`src/rtl/e_alloc.sv`:
```
// e_alloc: W-slot allocator. Keeps an occupancy map, offers the first free slot found
// by a circular search starting at a rotating pointer, and releases slots by mask.
module e_alloc #(
  parameter int W       = 32,
  parameter int RADIX_N = 4,
  parameter int RR      = 1
) (
  input  logic                   clk,
  input  logic                   arst_n,
  input  logic                   alloc_rdy_i,
  input  logic                   free_vld_i,
  input  logic [W-1:0]           free_vec_i,
  output logic                   alloc_vld_o,
  output logic [$clog2(W)-1:0]   alloc_idx_o,
  output logic [W-1:0]           alloc_vec_o,
  output logic [W-1:0]           busy_o,
  output logic [$clog2(W+1)-1:0] count_o,
  output logic                   full_o,
  output logic                   empty_o,
  output logic                   err_o
);

  localparam int IW = $clog2(W);
  localparam int CW = $clog2(W + 1);

  function automatic int tree_levels(input int w, input int r);
    int l;
    int p;
    l = 0;
    p = 1;
    if (r < 2) return 1;
    while (p < w) begin
      p = p * r;
      l = l + 1;
    end
    return l;
  endfunction

  localparam int LV = tree_levels(W, RADIX_N);
  localparam int NL = RADIX_N ** LV;
  localparam int PW = $clog2(NL);

  if (W < 2) begin : g_bad_w
    $error("e_alloc: W must be at least 2");
  end
  if (RADIX_N < 2 || RADIX_N > 8) begin : g_bad_radix
    $error("e_alloc: RADIX_N must be in [2,8]");
  end

  // Radix-RADIX_N reduction tree returning {found, index of lowest set bit}.
  // Reduction is done in place: group g only reads entries g*RADIX_N.. >= g.
  function automatic logic [IW:0] first_set(input logic [W-1:0] v);
    logic [NL-1:0] vld;
    logic [PW-1:0] idx [NL];
    logic          f;
    logic [PW-1:0] s;
    int            n;
    vld = '0;
    for (int i = 0; i < NL; i++) idx[i] = PW'(i);
    for (int i = 0; i < W; i++) vld[i] = v[i];
    n = NL;
    for (int l = 0; l < LV; l++) begin
      n = n / RADIX_N;
      for (int g = 0; g < n; g++) begin
        f = 1'b0;
        s = '0;
        for (int k = RADIX_N - 1; k >= 0; k--) begin
          if (vld[g*RADIX_N+k]) begin
            f = 1'b1;
            s = idx[g*RADIX_N+k];
          end
        end
        vld[g] = f;
        idx[g] = s;
      end
    end
    return {vld[0], IW'(idx[0])};
  endfunction

  logic [W-1:0]  busy_q, busy_d;
  logic [IW-1:0] ptr_q, ptr_d;
  logic [CW-1:0] count_q, count_d;
  logic          err_q, err_d;

  logic [W-1:0]  freeVec, fromPtr, freeMask, legalFree;
  logic [IW:0]   hitHi, hitAll;
  logic [IW-1:0] searchIdx;
  logic          offer, accept;

  // Circular search = first free at/after ptr, else first free overall.
  always_comb begin
    freeVec = ~busy_q;
    for (int i = 0; i < W; i++) fromPtr[i] = (i >= int'(ptr_q));
    hitHi     = first_set(freeVec & fromPtr);
    hitAll    = first_set(freeVec);
    searchIdx = hitHi[IW] ? hitHi[IW-1:0] : hitAll[IW-1:0];
  end

  assign full_o      = (count_q == CW'(W));
  assign empty_o     = (count_q == '0);
  assign alloc_vld_o = ~full_o;
  assign offer       = alloc_vld_o & hitAll[IW];
  assign alloc_idx_o = offer ? searchIdx : '0;
  assign alloc_vec_o = offer ? (W'(1) << searchIdx) : '0;
  assign busy_o      = busy_q;
  assign count_o     = count_q;
  assign err_o       = err_q;

  // Accepted slot is set after frees apply, so an accepted-and-freed slot ends busy.
  always_comb begin
    accept    = alloc_vld_o & alloc_rdy_i;
    freeMask  = free_vld_i ? free_vec_i : '0;
    legalFree = freeMask & busy_q;
    busy_d    = busy_q & ~legalFree;
    if (accept) busy_d = busy_d | alloc_vec_o;
    count_d = CW'(int'(count_q) + int'(accept) - $countones(legalFree));
    err_d   = |(freeMask & ~busy_q);
    ptr_d   = ptr_q;
    if (RR == 0) begin
      ptr_d = '0;
    end else if (accept) begin
      ptr_d = (alloc_idx_o == IW'(W - 1)) ? '0 : alloc_idx_o + IW'(1);
    end
  end

  always_ff @(posedge clk or negedge arst_n) begin
    if (!arst_n) begin
      busy_q  <= '0;
      ptr_q   <= '0;
      count_q <= '0;
      err_q   <= 1'b0;
    end else begin
      busy_q  <= busy_d;
      ptr_q   <= ptr_d;
      count_q <= count_d;
      err_q   <= err_d;
    end
  end

endmodule

```
`config.mk`:
```
export PLATFORM = sky130hd
export DESIGN_NAME = e_alloc
export DESIGN_NICKNAME = d
export VERILOG_FILES = /design/src/rtl/e_alloc.sv
export SDC_FILE = /design/constraint.sdc
export NUM_CORES = 1
export LEC_CHECK = 0
export ABC_AREA = 0
export ABC_CLOCK_PERIOD_IN_PS = 6300
export CAP_MARGIN = 20
export CORE_ASPECT_RATIO = 0.5
export CORE_MARGIN = 2
export CORE_UTILIZATION = 40
export CTS_BUF_LIST = sky130_fd_sc_hd__clkbuf_8
export CTS_CLUSTER_DIAMETER = 40
export DETAILED_ROUTE_END_ITERATION = 8
export MAX_ROUTING_LAYER = met4
export PLACE_DENSITY_LB_ADDON = 0.15
export SYNTH_ARGS = -nofsm -noshare
export SYNTH_HDL_FRONTEND = slang
export SYNTH_SLANG_ARGS = --single-unit
```
`constraint.sdc`:
```
create_clock -name clk -period 6.3 [get_ports clk]
set_clock_uncertainty 0.1 [all_clocks]
set_input_delay 0.945 -clock clk [delete_from_list [all_inputs] [get_ports clk]]
set_output_delay 0.945 -clock clk [all_outputs]
set_load 0.005 [all_outputs]
```
==> summary.md <==
| Metric | Value |
|---|---|
| Run status | `finished clean` |
| Post-CTS Setup Repair Bufs | `0` |
| Initial antenna violation count | `0` |
| Drt first pass iters | `5` |
| R2R depth | `17` |
| Post-synth top area cell | `dfrtp_1` |
| Mapped cell area | `slightly above 0.005 mm^2` |
| Final hold violations | `0` |
| Netlist cell types | `70` |
| Hold Path Cell Cnt | `2` |
| CP Cell Sequence | `clkdlybuf4s50_1 > nand3_2 > fa_1 > ha_1 > inv_1 > fa_1 > fa_1 > inv_1 > fa_1 > fa_1 > inv_1 > fa_1 > inv_1 > fa_1 > ha_1 > a21o_1 > a21oi_1 > xnor2_1` |
| CTS tree | `yes` |
| Synth Area per Inst | `7.61 um^2` |
| Crit path DAT | `6.10 ns` |
| CTS buffer count | `5` |
| Post-Place Worst Slack | `-0.198 ns` |
| Kind of critical path | `primary input to flop` |
| Area delta synth->final | `31.4%` |
| CP max FO | `2` |
| CP Capture Type | `flop` |
| CP max stage cell | `fa_1` |
| FMAX | `about 0.17 GHz` |
| Post-synth ARST share | `between 90% and 100%` |
| Final Max Tran Viols | `0` |
| Post-CTS sizing | `0` |
| Gate Count Post-Synth | `between 600 and 700` |
| I/O pins | `115` |
| RSZ-0062 raised after global routing | `no` |
| Post-synth EDFFs | `0` |
| Die Span X | `163 um` |
| Critical path launch point type | `primary input` |
| Most used cell, CP | `fa_1` |
| Num rows | `28` |
| Dpl cells | `940` |
| Num Clock Sinks | `44` |
| Vias in the first global route | `5229` |
| PwrDens | `364 mW/mm^2` |
| Final hold slack | `0.424 ns` |
| Pwr Total | `approximately 2.4 mW` |
| HPWL Detailed | `15.3 mm` |
| Vias/cell | `between 5 and 6` |
| Clk slew on worst S/H paths | `0.10 ns` |
| Maximum VDD drop | `~0.5 mV` |
| Fin util | `54.9%` |
| Period utilization | `94.4%` |
| H-tree lvl count | `2` |
| Wire length after detailed routing | `19.4 mm` |
| Worst Hold Class | `flop to flop` |
| RR Startpoint | `busy_o[26]` |
| GRT Resource Usage Total | `a little under 30%` |
| Post-synth top area share | `21.9%` |
| Syn nets | `760` |
| Slew at the pin with the worst max-slew slack | `0.995 ns` |
| Routed Antenna Nets | `0` |
| Non-filler cells, final | `950` |
| Final antenna diode count | `0` |
| Hold Crit Start | `busy_o[4]` |
| Largest stage delay, worst path | `0.57 ns` |
| Vias | `5442` |
| Sequential-to-total area share from yosys stat | `21.9%` |
| Dominant synthesized flop cell | `dfrtp_1` |
| Root Driver | `clkbuf_8` |
| Setup-failing EPs final | `0` |
| Syn. warnings | `0` |
| Hold path endpoint | `busy_o[4]` |
| Layout cell share with drive strength beyond 1 | `about a tenth` |
| Yosys reg bits | `44` |
| Slew headroom | `between 30% and 40%` |
| Clk buf depth | `2` |
| MaxCap Viol Count | `0` |
| Die area | `0.0136 mm^2` |
| Setup slack, reg-to-reg | `just under 0.9 ns` |
| Global-route wire length before repair | `29.9 mm` |
| Count of input and output buffers | `114` |
| RD Place Congestion | `0.998` |
| Final worst slack | `about 0.35 ns` |
| Tmin final | `5.95 ns` |
| Largest net degree at the start of global routing | `45` |
| # fillers | `1144` |
| Core Footprint | `around 0.012 mm^2` |
| Top post-synthesis cells by area | `dfrtp_1, fa_1, ha_1` |
| Lkg Pwr | `2.90 nW` |
| Starting DRT DRC Count | `587` |
| Worst-Skew Late Latency | `0.32 ns` |
| Initial Util | `41.8%` |
| FF-to-FF End | `count_o[5]` |
| Req. time, crit path | `approximately 6.5 ns` |
| Wirelength per Cell | `~20 um` |
| Die Y | `83.4 um` |
| Final routed DRC violation total | `0` |
| Cts hold-fix bufs | `0` |
| Nets | `882` |
| Total grt overflow | `0` |
[layout by cell type, fill, tap and decap left out, types with 9 or more instances in the layout]
master	n
a211oi_1	9
clkdlybuf4s50_1	112
nand4_1	12
inv_1	92
buf_4	38
o21ai_1	18
a21oi_1	18
nand3_1	22
nand2_1	94
nor2_1	58
ha_1	33
and3_1	13
fa_1	29
dfrtp_1	44
o21ai_0	23
[layer usage]
layer	vias up	part of all wire, %	track usage (%)
met5	-	0	-
met4	0	1.3	5.23
met3	32	8.9	6.64
met2	245	45	44.3
met1	2638	45	41.5
li1	2527	-	-
[cell usage after synthesis, types with 8 or more instances]
library cell / number
a21o_1: 8
nor2_1: 60
dfrtp_1: 44
o21ai_1: 18
nor3_1: 8
a21oi_1: 18
ha_1: 33
or3_1: 8
a221oi_1: 8
nand4_1: 12
nand3_1: 25
a211oi_1: 9
inv_1: 92
nand2_1: 94
fa_1: 29
clkbuf_1: 19
o21ai_2: 8
and3_1: 13
buf_2: 11
o21ai_0: 23
[state kept, by name, indices dropped and copies added (netlist names)]
register and count:
busy_o 32, count_o 6, err_o 1, ptr_q 5
[cells by family after synthesis]
family / Yosys count / synth area share (%)
XOR/XNOR: 6 / 1.04
AND/OR/NAND/NOR: 261 / 24.6
AO/OA/AOI/OAI: 155 / 21.4
buffers and inverters: 132 / 11.0
adder cells (fa/ha/maj): 62 / 19.7
flip-flops: 44 / 21.9
multiplexers: 2 / 0.447
[worst max path at each step]
stage                   start         end  slack, ns  depth (start not counted)
5_1_grt        free_vec_i[29]  count_o[5]       0.08                         20
4_1_cts            free_vld_i  count_o[5]       0.13                         19
6_report       free_vec_i[26]  count_o[5]       0.35                         18
2_1_floorplan      free_vld_i  count_o[5]       0.15                         19
3_5_place_dp       free_vld_i  count_o[5]      -0.20                         19
3_3_place_gp       free_vld_i  count_o[5]      -0.08                         22
[power by group]
| group | leakage, nW | total (mW) | internal (mW) | switching, mW |
|---|---|---|---|---|
| clock network | 0.0516 | 0.210 | 0.0902 | 0.120 |
| registers | 0.585 | 0.513 | 0.356 | 0.157 |
| logic | 2.26 | 1.69 | 0.760 | 0.927 |
[final cells by class]
type / count / area (um^2) / area share [%]
Sequential cell: 44 / 1100 / 16.6
Tap cell: 165 / 206 / 3.12
Multi-Input combinational cell: 486 / 3400 / 51.4
Inverter: 92 / 345 / 5.22
Clock buffer: 6 / 82.6 / 1.25
Timing Repair Buffer: 155 / 1470 / 22.2
Clock inverter: 2 / 13.8 / 0.208
[per-stage QoR]
step / setup TNS (ns) / area (um^2)
global placement: -0.169 / 6470
global route: 0 / 6620
finish: 0 / 6620
CTS: 0 / 6560
floorplan: 0 / 5040
detailed placement: -0.458 / 6470
[worst max-delay path, delay by kind of cell]
family          cells  cell delay, ns
compound gates      2            0.31
fa+ha+maj           9            3.77
xor+xnor            1            0.13
buf+inv             5            0.80
simple gates        1            0.12
(Power assumes the default switching activity.)
==> edit 1 (same flow settings) <==
Register the output `count_o` once more, with the module's reset; this adds one clock of latency there. The other outputs are not delayed to match.
--- a/src/rtl/e_alloc.sv
+++ b/src/rtl/e_alloc.sv
@@ -103,7 +103,13 @@
   assign alloc_idx_o = offer ? searchIdx : '0;
   assign alloc_vec_o = offer ? (W'(1) << searchIdx) : '0;
   assign busy_o      = busy_q;
-  assign count_o     = count_q;
+  always_ff @(posedge clk or negedge arst_n) begin
+    if (!arst_n) begin
+      count_o <= '0;
+    end else begin
+      count_o <= count_q;
+    end
+  end
   assign err_o       = err_q;
 
   // Accepted slot is set after frees apply, so an accepted-and-freed slot ends busy.
Function: changed (a bounded check fails within 4 cycles, from zero or initial values and one cycle with arst_n low).
==> edit 1 against the unedited design <==
Power grew 3.0%. First-iteration DRC count shrank 1.0%. Worst setup slack worse by 0.069 ns. Combinational power is essentially flat. Area after synthesis grew 3.1%. Routed wire length down 2.9%. Critical path depth grew 2. Sequential share of layout area up 1.9 points. Cell area is 1.8% higher. Count of clock-buffer cells in the layout down 1. Sequential cell count rose by 6.
==> edit 1: results (changes against the unedited design) <==
| Metric | Value |
|---|---|
| Pleak | 0.002922 uW (+0.93%) |
| Final GP Congestion | 0.9602 (-3.8%) |
| Pre-CTS WS | -0.1424 ns (+0.05597 ns) |
| Fillers | 1222 (+6.8%) |
| # diodes | 0 (unchanged) |
| Final net count | 884 (+0.23%) |
| Post-synthesis mux area share | 0.4335% (-0.014 points) |
| Post-synth top flop | dfrtp_1 |
| WL/cell | 19.66 um (-3.6%) |
| XOR/XNOR Fraction of Synth Area | 1.012% (-0.032 points) |
| Worst-path clk slew | ~0.11 ns |
| Detail Placement HPWL | 14.74 mm (-3.6%) |
| Hold Crit Class | register to register |
| Max FFs per register | 32 (unchanged) |
| Clk root buf | clkbuf_8 |
| Async SR Flop Fraction | 100.0% (unchanged) |
| Final cell count without fillers | 957 (+0.74%) |
| Crit path DAT | 6.17 ns (+0.07 ns) |
| VDD IR max | 417.1 uV (-16%) |
| Post-synth EDFFs | 0 (unchanged) |
| Total Routing Usage GR | 28.69% (-0.90 points) |
| Post-placement cell count | 949 (+0.96%) |
| Syn avg cell area | 7.777 sq um (+2.2%) |
| First-pass GRT wire length | 29.44 mm (-1.5%) |
| Cell variety after synth | 70 (unchanged) |
| Pin count of the biggest net entering global routing | 51 (+13%) |
| Initial antenna violation count | 0 (unchanged) |
| Post-Syn Nets | 766 (+0.79%) |
| Via density | 5.669 (-1.0%) |
| Seq/Total Area, Yosys | 24.08% (+2.2 points) |
| Status | finished clean |
| YS warnings | 0 (unchanged) |
| Compound-gate portion of the synthesized area | 20.74% (-0.62 points) |
| CTS buffer count | 5 (unchanged) |
| Crit-path max FO | 13 (+11) |
| Worst Tran Pin Value | 0.7469 ns (-0.2477 ns) |
| Initial detailed-routing violation count | 581 (-1.0%) |
| Synth area leaders | dfrtp_1 24%, fa_1 11%, ha_1 7.9% |
| Postcts setup bufs | 0 (unchanged) |
| Top cells by count, synth | 95 x nand2_1, 92 x inv_1, 63 x nor2_1 |
| Adder-cell area share of the yosys netlist | 19.12% (-0.60 points) |
| Area post-placement | 6609 sq um (+2.2%) |
| Number of global-route vias before repair | 5143 (-1.6%) |
| Number of detailed-route iterations in the first pass | 5 (unchanged) |
| H-tree depth | 2 (unchanged) |
| Ratio of cells with drive above 1 in the final layout | 8.895% (-0.53 points) |
## edit 1: cell types whose count changed after synthesis, sizes merged, moves of 2 or more
cell / change
a221oi: -2
and3: -3
nor2: +3
clkbuf: -2
a22o: +2
dfrtp: +6
a21oi: +2
o21ai: -2
nand2b: -2
## edit 1: kinds of logic (layout without fill, tap and decap cells)
logic type | count (synthesis) | count (layout)
XOR/XNOR | 6 | 6
AND/OR/NAND/NOR | 263 | 263
AO/OA/AOI/OAI | 154 | 154
multiplexers | 2 | 2
flip-flops | 50 | 50
adder cells (fa/ha/maj) | 62 | 62
buffers and inverters | 131 | 250
## edit 1: critical path: stages
cell	delay, ns
clkdlybuf4s50_1	0.41
buf_6	0.15
and3_1	0.20
fa_1	0.54
inv_1	0.04
ha_1	0.17
inv_1	0.07
fa_1	0.46
fa_1	0.43
inv_1	0.07
fa_1	0.44
fa_1	0.55
inv_1	0.06
fa_1	0.40
inv_1	0.08
fa_1	0.43
ha_1	0.30
a21o_1	0.17
a21oi_2	0.14
xnor2_1	0.12
## edit 1: per-layer routing
| layer | vias up | wire length (um) | part of all wire, % | track usage (%) |
|---|---|---|---|---|
| met4 | 0 | 277 | 1.5 | 5.059 |
| met3 | 21 | 1267 | 6.7 | 4.694 |
| met1 | 2650 | 8692 | 46 | 41.78 |
| met2 | 217 | 8577 | 46 | 42.35 |
| li1 | 2537 | - | - | - |
| met5 | - | 0 | 0 | - |
## edit 1: layout make-up
| type | count | area [sq um] | area share (%) |
|---|---|---|---|
| Multi-Input combinational cell | 487 | 3417 | 50.72 |
| Timing Repair Buffer | 150 | 1414 | 20.98 |
| Sequential cell | 50 | 1251 | 18.57 |
| Inverter | 92 | 345.3 | 5.125 |
| Tap cell | 170 | 212.7 | 3.157 |
| Clock buffer | 5 | 68.82 | 1.021 |
| Clock inverter | 3 | 28.78 | 0.4271 |
## edit 1: where the power goes
group / total (uW) / switching, uW / internal, uW / leakage (uW)
Clock: 215 / 133 / 82.8 / 0.0000502
Sequential: 575 / 162 / 414 / 0.000655
Combinational: 1690 / 918 / 772 / 0.00222
## edit 1: worst paths after layout
| check | cells after the start | end | slack (ns) | from |
|---|---|---|---|---|
| max in group asynchronous | 2 | busy_o[20] | 4.99 | arst_n |
| min | 0 | count_o[1] | 0.31 | count_q[1] |
| max reg2reg | 19 | count_q[5] | 0.88 | busy_o[31] |
| min in group asynchronous | 2 | busy_o[22] | 0.61 | arst_n |
| max | 20 | count_q[5] | 0.28 | free_vld_i |
| min reg2reg | 0 | count_o[1] | 0.31 | count_q[1] |
## edit 1: stage by stage
step | hold WS, ns | setup TNS [ns]
after floorplan | 0.2659 | 0
final | 0.3105 | 0
after global placement | 0.2815 | -0.2227
after detailed placement | 0.2863 | -0.3333
after global routing | 0.3303 | 0
after CTS | 0.3100 | 0
==> edit 2 (same flow settings) <==
Made on the original files. `W`: 32 -> 64.
--- a/src/rtl/e_alloc.sv
+++ b/src/rtl/e_alloc.sv
@@ -1,7 +1,7 @@
 // e_alloc: W-slot allocator. Keeps an occupancy map, offers the first free slot found
 // by a circular search starting at a rotating pointer, and releases slots by mask.
 module e_alloc #(
-  parameter int W       = 32,
+  parameter int W       = 64,
   parameter int RADIX_N = 4,
   parameter int RR      = 1
 ) (
Interface: changed (5 resized); port bits go from 115 to 213. No check against the original RTL was run, so the function may have changed too.
==> edit 2 against the unedited design <==
The run now ends with setup timing left. Power grew 150%. Area after synthesis is 90% higher. Hold slack got worse by 0.17 ns. Worst setup slack got worse by 0.88 ns. First-iteration DRC count grew to 2.7 times the old value. Synthesized cell count increased by 91%. Sequential cell count increased by 34. Routed wire length rose to 2.8 times the old value. Cell area rose by 120%. Sequential share of layout area fell by 3.5 points. Maximum frequency down 13%. Global-route usage is 14 points higher. Register-to-register slack got worse by 0.87 ns.
==> edit 2: results (changes against the unedited design) <==
| Metric | Value |
|---|---|
| Status | finished with violations |
| R2R setup slack | 0.02 ns (-0.87 ns) |
| Slew headroom | 35.32% (+2.5 points) |
| Adder-cell area share of the yosys netlist | 21.34% (+1.6 points) |
| Power in sequential cells | 699 uW (+36%) |
| First-pass GRT wire length | 77.77 mm (+160%) |
| Reg2Reg Depth | 19 (+2) |
| Number of detailed-route iterations in the first pass | 6 (+1) |
| Worst r2r src | busy_o[63] |
| Multi-input gate share of total cell area | 47.53% (-3.9 points) |
| CP max-delay cell | a22o_1 |
| Via density | 6.083 (+6.2%) |
| Final net count | 1919 (+120%) |
| Fillers | 2028 (+77%) |
| VDD IR max | 1993 uV (+300%) |
| Total Routing Usage GR | 43.78% (+14 points) |
| Setup ws final | -0.5276 ns (-0.8779 ns) |
| Crit-path max FO | 6 (+4) |
| Comb group | 4780 uW (+180%) |
| Postcts setup bufs | 99 (+99) |
| Post-route setup TNS | -1.467 ns (-1.467 ns) |
| Final Setup Violations | 4 (+4) |
| Hold Crit Class | input pin to async pin |
| Seq/Total Area, Yosys | 20.39% (-1.5 points) |
| H-tree depth | 3 (+1) |
| Post-Syn Nets | 1457 (+92%) |
| Final Routed Wirelength | 53.38 mm (+180%) |
| Worst skew pair latency | 0.43 ns (+0.11 ns) |
| Non-clock buffer share | 30.90% (+8.7 points) |
| Synth area leaders | dfrtp_1 20%, fa_1 13%, ha_1 8.4% |
| Post-Syn Instances | 1263 (+91%) |
| Failing checks | setup timing |
| Cell variety after synth | 78 (+11%) |
## edit 2: worst reg2reg max path: stages (launching register included)
cell and delay [ns]:
dfrtp_1 0.40, inv_1 0.13, nor2_2 0.09, fa_1 0.56, inv_1 0.05, ha_2 0.17, fa_1 0.50, inv_1 0.05
fa_2 0.35, fa_2 0.37, fa_1 0.55, fa_2 0.47, fa_1 0.58, fa_2 0.46, fa_1 0.50, inv_2 0.08
ha_4 0.15, inv_4 0.04, fa_2 0.54, inv_1 0.03
## edit 2: how the worst max path moves through the flow
stage / end / cells after the start
after floorplan: count_o[4] / 24
after global placement: count_o[4] / 24
after detailed placement: count_o[4] / 24
after CTS: count_o[4] / 22
after global routing: busy_o[60] / 49
final: busy_o[60] / 49
## edit 2: per-layer routing
layer / share of wire [%] / track usage (%)
met4: 3.9 / 15.21
met5: 0 / -
met2: 41 / 60.88
met3: 14 / 15.48
met1: 41 / 58.75
